===== src/rtl/mult_div_unit.sv =====
// Iterative multiply/divide unit for MULT, MULTU, DIV and DIVU with HI/LO results.
// Radix-2 shift-add multiply and restoring divide over magnitudes, sign fix in one extra cycle.
module mult_div_unit #(
    parameter int N = 32
) (
    input  logic         clock,
    input  logic         reset,
    input  logic         start,
    input  logic [1:0]   op,
    input  logic [N-1:0] inA,
    input  logic [N-1:0] inB,
    output logic         busy,
    output logic         done,
    output logic [N-1:0] hi,
    output logic [N-1:0] lo,
    output logic         div_by_zero
);

    localparam int CW = $clog2(N);

    typedef enum logic [1:0] {
        IDLE,
        CALC,
        FIX,
        DONE
    } state_t;

    state_t         state, state_next;
    logic [CW-1:0]  cnt;
    logic           is_div, sign_a, sign_b, dbz;
    logic [N-1:0]   orig_a;
    logic [N-1:0]   opnd;
    logic [N-1:0]   acc_hi;
    logic [N-1:0]   acc_lo;

    logic           accept;
    logic           op_signed, op_div;
    logic [N-1:0]   mag_a, mag_b;
    logic [N:0]     mul_sum;
    logic [N:0]     div_shift;
    logic [N:0]     div_diff;
    logic [2*N-1:0] prod;
    logic [N-1:0]   fix_hi, fix_lo;

    assign accept    = start && (state == IDLE || state == DONE);
    assign op_signed = ~op[0];
    assign op_div    = op[1];
    assign mag_a     = (op_signed && inA[N-1]) ? -inA : inA;
    assign mag_b     = (op_signed && inB[N-1]) ? -inB : inB;

    assign busy = (state == CALC) || (state == FIX);
    assign done = (state == DONE);

    // Multiply: acc_hi holds the running upper half, acc_lo shifts the multiplier out.
    assign mul_sum   = {1'b0, acc_hi} + (acc_lo[0] ? {1'b0, opnd} : '0);
    // Divide: acc_hi is the partial remainder, acc_lo shifts dividend out and quotient in.
    assign div_shift = {acc_hi, acc_lo[N-1]};
    assign div_diff  = div_shift - {1'b0, opnd};
    assign prod      = {acc_hi, acc_lo};

    always_comb begin
        fix_hi = acc_hi;
        fix_lo = acc_lo;
        if (!is_div) begin
            {fix_hi, fix_lo} = (sign_a ^ sign_b) ? -prod : prod;
        end else if (dbz) begin
            fix_hi = orig_a;
            fix_lo = '1;
        end else begin
            fix_lo = (sign_a ^ sign_b) ? -acc_lo : acc_lo;
            fix_hi = sign_a ? -acc_hi : acc_hi;
        end
    end

    always_comb begin
        state_next = state;
        case (state)
            IDLE: if (start) state_next = CALC;
            CALC: if (cnt == '0) state_next = FIX;
            FIX:  state_next = DONE;
            DONE: state_next = start ? CALC : IDLE;
            default: state_next = IDLE;
        endcase
    end

    always_ff @(posedge clock) begin
        if (reset) begin
            state <= IDLE;
        end else begin
            state <= state_next;
        end
    end

    always_ff @(posedge clock) begin
        if (reset) begin
            cnt         <= '0;
            is_div      <= 1'b0;
            sign_a      <= 1'b0;
            sign_b      <= 1'b0;
            dbz         <= 1'b0;
            orig_a      <= '0;
            opnd        <= '0;
            acc_hi      <= '0;
            acc_lo      <= '0;
            hi          <= '0;
            lo          <= '0;
            div_by_zero <= 1'b0;
        end else if (accept) begin
            cnt    <= CW'(N - 1);
            is_div <= op_div;
            sign_a <= op_signed && inA[N-1];
            sign_b <= op_signed && inB[N-1];
            dbz    <= op_div && (inB == '0);
            orig_a <= inA;
            opnd   <= op_div ? mag_b : mag_a;
            acc_hi <= '0;
            acc_lo <= op_div ? mag_a : mag_b;
        end else if (state == CALC) begin
            cnt <= cnt - 1'b1;
            if (is_div) begin
                if (!div_diff[N]) begin
                    acc_hi <= div_diff[N-1:0];
                    acc_lo <= {acc_lo[N-2:0], 1'b1};
                end else begin
                    acc_hi <= div_shift[N-1:0];
                    acc_lo <= {acc_lo[N-2:0], 1'b0};
                end
            end else begin
                acc_hi <= mul_sum[N:1];
                acc_lo <= {mul_sum[0], acc_lo[N-1:1]};
            end
        end else if (state == FIX) begin
            hi          <= fix_hi;
            lo          <= fix_lo;
            div_by_zero <= is_div && dbz;
        end
    end

endmodule

===== config.mk =====
export PLATFORM = sky130hd
export DESIGN_NAME = mult_div_unit
export DESIGN_NICKNAME = d
export VERILOG_FILES = /design/src/rtl/mult_div_unit.sv
export SDC_FILE = /design/constraint.sdc
export NUM_CORES = 1
export LEC_CHECK = 0
export CORE_MARGIN = 2
export CORE_UTILIZATION = 50
export DETAILED_ROUTE_END_ITERATION = 6
export PLACE_DENSITY = 0.72
export SLEW_MARGIN = 10
export SYNTH_ARGS = -nofsm -noshare
export SYNTH_HDL_FRONTEND = slang
export SYNTH_SLANG_ARGS = --single-unit

===== constraint.sdc =====
create_clock -name clock -period 7.05 [get_ports clock]
set_clock_uncertainty 0.2 [all_clocks]
set_input_delay 1.41 -clock clock [delete_from_list [all_inputs] [get_ports clock]]
set_output_delay 1.41 -clock clock [all_outputs]
set_load 0.02 [all_outputs]

Word level (Yosys, flattened, before mapping). Cells that the tools add are included. Widths: inputs -> output; s select.

Add/subtract/negate cells: 8. Eq/ne operators: 5. Multiplexer cells: 24. Bitwise operators: 4. Reduce and logical (&&, ||, !) cells: 14.

Operators with widths (count): $mux 32 (16); $neg 32->32 (4); $mux 64 (1); $neg 64->64 (1); $add 32x32->33 (1); $sub 33x32->33 (1); $logic_not 32->1 (1); $mux 5 (2); $pmux 2 s4 (1); $logic_and 1x1->1 (5); $logic_not 5->1 (1); $sub 5x1->5 const B (1); $eq 2x2->1 const B (2); $mux 2 (2); $not 1->1 (3); $reduce_and 3->1 (1); $eq 2x1->1 const B (1); $logic_not 2->1 (1); $logic_or 1x1->1 (2); $mux 1 (2); $ne 2x1->1 const B (1); $ne 2x2->1 const B (1); $reduce_and 2->1 (1); $reduce_bool 2->1 (1); 2 further kinds (2).

Register bits after elaboration: 204. Bits of input ports: 69. Output and inout bits: 67. Logic and storage cells: 68.

Depth between registers and ports, before layout.
Word-level depth: 5. Gate-level depth with buffers: 14. Depth with buffers taken out: 12.

Worst setup path before layout. No wires, ideal clock.

Path kind: input-to-reg. Start point: input port inA[10]. End point: register acc_lo[21]. Arrival: 3480 ps. Data required time: 6722 ps. Setup slack: 3242 ps. Stages on the path: 8. Buffers on the path: 0. Path through: or4_1 -> or4_1 -> nor4_4 -> a21oi_1 -> xor2_1 -> or2_2 -> a31oi_1 -> nor2_1.

Longest elaborated chain between the ends: 4.

RTL lines: from (decl) (line 10) `input logic [N-1:0] inA,`; $neg 32->32 (line 48) `assign mag_a = (op_signed && inA[N-1]) ? -inA : inA;`; $mux 32 (line 48); $mux 32 (line 117) `acc_lo <= op_div ? mag_a : mag_b;`; $mux 32 (line 108) `end else if (accept) begin`; to (signal assigned) (line 117); to (signal assigned) (line 123) `acc_lo <= {acc_lo[N-2:0], 1'b1};`; to (signal assigned) (line 126) `acc_lo <= {acc_lo[N-2:0], 1'b0};`; to (decl) (line 34) `logic [N-1:0] acc_lo;`.

No other way between the ends. A chain may end at the register's enable or synchronous reset.

Worst setup path after layout.
Start point: input port inA[2]. End point: register acc_lo[29].

Same word-level chain as after synthesis.

==> results.sh <==
export IMPL_status="finished, final reports clean"
export IMPL_clk_insertion_delay_late_ns=0.54
export IMPL_rrSetupSlack_ns=2.75
export IMPL_hold_depth=2
export IMPL_final_hold_viol_count=0
export IMPL_ant_nets=0
export IMPL_port_buffers=135
export IMPL_clk_pin_slew_worst_paths_ns=0.07
export IMPL_cts_setup_buffers=0
export IMPL_fin_crit_ns=4.39
export IMPL_hold_end="hi[30]"
export IMPL_cts_resized=0
export IMPL_core_um2=32600
export IMPL_rsz0062_at_grt="false"
export IMPL_via_per_inst=6.32
export IMPL_synth_flop_cell="dfxtp_1"
export IMPL_slew_violations=0
export IMPL_dp_hpwl_um=44700
export IMPL_drt_iter0_drc=1895
export IMPL_synth_top_cells_by_area="dfxtp_1, a21oi_1, nand2_1, xnor2_1, ha_1"
export IMPL_dp_cells=2704
export IMPL_ir_drop_mv=0.328
export IMPL_r2r_start="acc_lo[31]"
export IMPL_reg2reg_depth=13
export IMPL_wl_met2_um=25100
export IMPL_die_h_um=186
export IMPL_drv_cap=0
export IMPL_synth_top_area_share_pct=24.6
export IMPL_initial_core_util_pct=50.8
export IMPL_grt_pass1_vias=15795
export IMPL_yosys_cell_count_top_type="nand2_1"
export IMPL_cts_tree="built"
export IMPL_cts_buffers_inserted=24
export IMPL_diodes=0
export IMPL_slew_headroom_pct=26.5
export IMPL_yosysSeqAreaShare_pct=24.6
export IMPL_synth_top_family_by_area="compound AO/OA/AOI/OAI gates"
export IMPL_fin_nets=2434
export IMPL_die_area_um2=34600
export IMPL_syn_area_per_cell_um2=7.27
export IMPL_stdcell_count=2748
export IMPL_power_density_nw_per_um2=402
export IMPL_crit_top_cell="nand2_1"
export IMPL_cp_data_arrival_time_ns=4.63
export IMPL_critPathRequiredTime_ns=7.30
export IMPL_yosys_register_bits=204
export IMPL_synth_area_um2=16600
export IMPL_synth_edf_count=0
export IMPL_synthXorXnorAreaFrac_pct=10.6
export IMPL_wl_per_cell_um=21.8
export IMPL_tightest_slew_ns=1.09
export IMPL_synthSimpleGateAreaFrac_pct=21.1
export IMPL_htreeDepth=1
export IMPL_grt_pass1_wl_um=92300
export IMPL_cp_slowest_cell="nor4_1"
export IMPL_drt_pass1_iterations=6
export IMPL_fmax_ghz=0.228
export IMPL_cts_buffer_depth=3
export IMPL_gp_congestion=1.00
export IMPL_gr_usage_all_layers_pct=34.3
export IMPL_top_layer="met5"
export IMPL_cpPeakStageDelay_ns=0.58
export IMPL_synth_cell_type_count=82
export IMPL_crit_chain="clkdlybuf4s50_1, nor4_1, nor4b_1, nand2_1, nor4_4, nand2_1, o41ai_2, xnor2_1, a21oi_1, o22ai_1"
export IMPL_drt_met1_wl_um=26400
export IMPL_stdcell_area_um2=18800
export IMPL_cts_sinks=204
export IMPL_synth_compound_area_share_pct=27.8
export IMPL_syn_to_final_growth_pct=13.7
export IMPL_overflow=0
export IMPL_synth_top_cells_by_count="nand2_1, a21oi_1, nor2_1, dfxtp_1, clkbuf_1"
export IMPL_ys_async_sr_fraction_pct=0
export IMPL_placed_cell_area_um2=18000
export IMPL_setup_tns_ns=0
export IMPL_endpoint_kind="flop"
export IMPL_synth_cells=2279
export IMPL_p_total_w=0.00757
export IMPL_r2r_end="acc_hi[28]"
export IMPL_die_w_um=186
export IMPL_yosys_area_share_adder_pct=5.90
export IMPL_ctsHoldBuffers=0
export IMPL_crit_path_max_fanout=6
export IMPL_worstSetupStartpointType="input pin"
export IMPL_yosys_warnings=0
export IMPL_holdCritStartpoint="hi[30]"
export IMPL_crit_type="in2reg"
export IMPL_fin_crit_sh_pct=62.2
export IMPL_met3_length_um=6390
export IMPL_wl_um=59900
export IMPL_cts_root_buf="clkbuf_16"
export IMPL_pin_count=136
export IMPL_setup_violations=0
export IMPL_drive_above_1_share_pct=5.16
export IMPL_drc=0
export IMPL_yosys_area_top_type="dfxtp_1"
export IMPL_num_rows=66
export IMPL_vias=17370
export IMPL_antenna_found_initial=1
export IMPL_grt_max_degree=92
export IMPL_synth_nets=2425
export IMPL_muxShareOfSynthArea_pct=4.26
export IMPL_hold_path_class="reg2reg"
export IMPL_p_leak_nw=7.02
## flip-flops by register name, summed over array words and instances, names as in the netlist
register,count
acc_hi,32
acc_lo,32
cnt,5
dbz,1
div_by_zero,1
hi,32
is_div,1
lo,32
opnd,32
orig_a,32
sign_a,1
sign_b,1
state,2
## cell type report
cell class	instances	area [µm²]
multi-input combinational	1833	11600
tap	442	553
fill	3081	13800
clock buffer	29	661
clock inverter	15	201
inverter	69	259
timing repair buffer	156	1500
sequential	204	4090
## power breakdown
| group | internal [W] | switching [W] | total [W] | leakage, nW |
|---|---|---|---|---|
| Sequential | 0.00143 | 0.000478 | 0.00191 | 1.67 |
| Combinational | 0.00159 | 0.00270 | 0.00429 | 4.93 |
| Clock | 0.000821 | 0.000546 | 0.00137 | 0.415 |
## placed cells by master (no fill, tap or decap), types with 10 or more instances in the layout
cell | netlist | final
ha_1 | 75 | 74
nand3_1 | 33 | 33
a31oi_1 | 34 | 34
dfxtp_1 | 204 | 202
xnor2_1 | 117 | 116
o211ai_1 | 92 | 92
nand4_1 | 17 | 17
or3_1 | 16 | 16
nor2_1 | 230 | 228
a211oi_1 | 74 | 74
o31ai_1 | 16 | 16
inv_1 | 67 | 67
or2_2 | 10 | 10
a21o_1 | 35 | 35
buf_4 | 2 | 22
a21oi_1 | 243 | 242
clkbuf_16 | 0 | 25
clkdlybuf4s50_1 | 0 | 133
mux2i_1 | 66 | 66
nand2b_1 | 15 | 14
nor4_1 | 21 | 21
nor2b_1 | 13 | 13
nand2_1 | 314 | 314
and3_1 | 17 | 16
o41ai_1 | 10 | 10
xor2_1 | 84 | 83
o21ai_0 | 108 | 108
nor3_1 | 40 | 40
## logic make-up after synthesis
group / Yosys count
XOR/XNOR: 201
AND/OR/NAND/NOR: 772
AO/OA/AOI/OAI: 713
multiplexers: 70
adder cells (fa/ha/maj): 77
buffers and inverters: 242
flip-flops: 204
## metal layers
layer	vias up	track usage, %
li1	8170	-
met1	8177	49.0
met2	899	51.2
met3	122	7.18
met4	2	11.1
met5	-	0
## per-stage QoR
step                hold slack [ns]  setup WS (ns)  utilization (%)
finish                        0.251           2.66             57.8
global route                  0.270           2.40             57.8
CTS                           0.253           2.83             57.8
detailed placement            0.245           2.34             55.1
global placement              0.241           2.42             55.1
floorplan                     0.232           3.24                -
## critical path: cells and delay by family
family                    cells  cell delay, ns
buffers and inverters         1            0.52
and+or+nand+nor               5            1.92
xor gates and xnor gates      1            0.18
AOI/OAI and AO/OA             3            0.60
## worst max path at each step
stage	startpoint	endpoint	slack [ns]	cells after the start
final	inA[2]	acc_lo[29]	2.66	10
after global routing	inA[2]	acc_lo[31]	2.40	10
after CTS	acc_lo[31]	acc_hi[28]	2.83	13
after detailed placement	inA[2]	acc_lo[31]	2.34	10
after global placement	inB[4]	acc_lo[27]	2.42	9
after floorplan	inA[10]	acc_lo[21]	3.24	8
No activity file was read; power rests on OpenSTA's default activity.
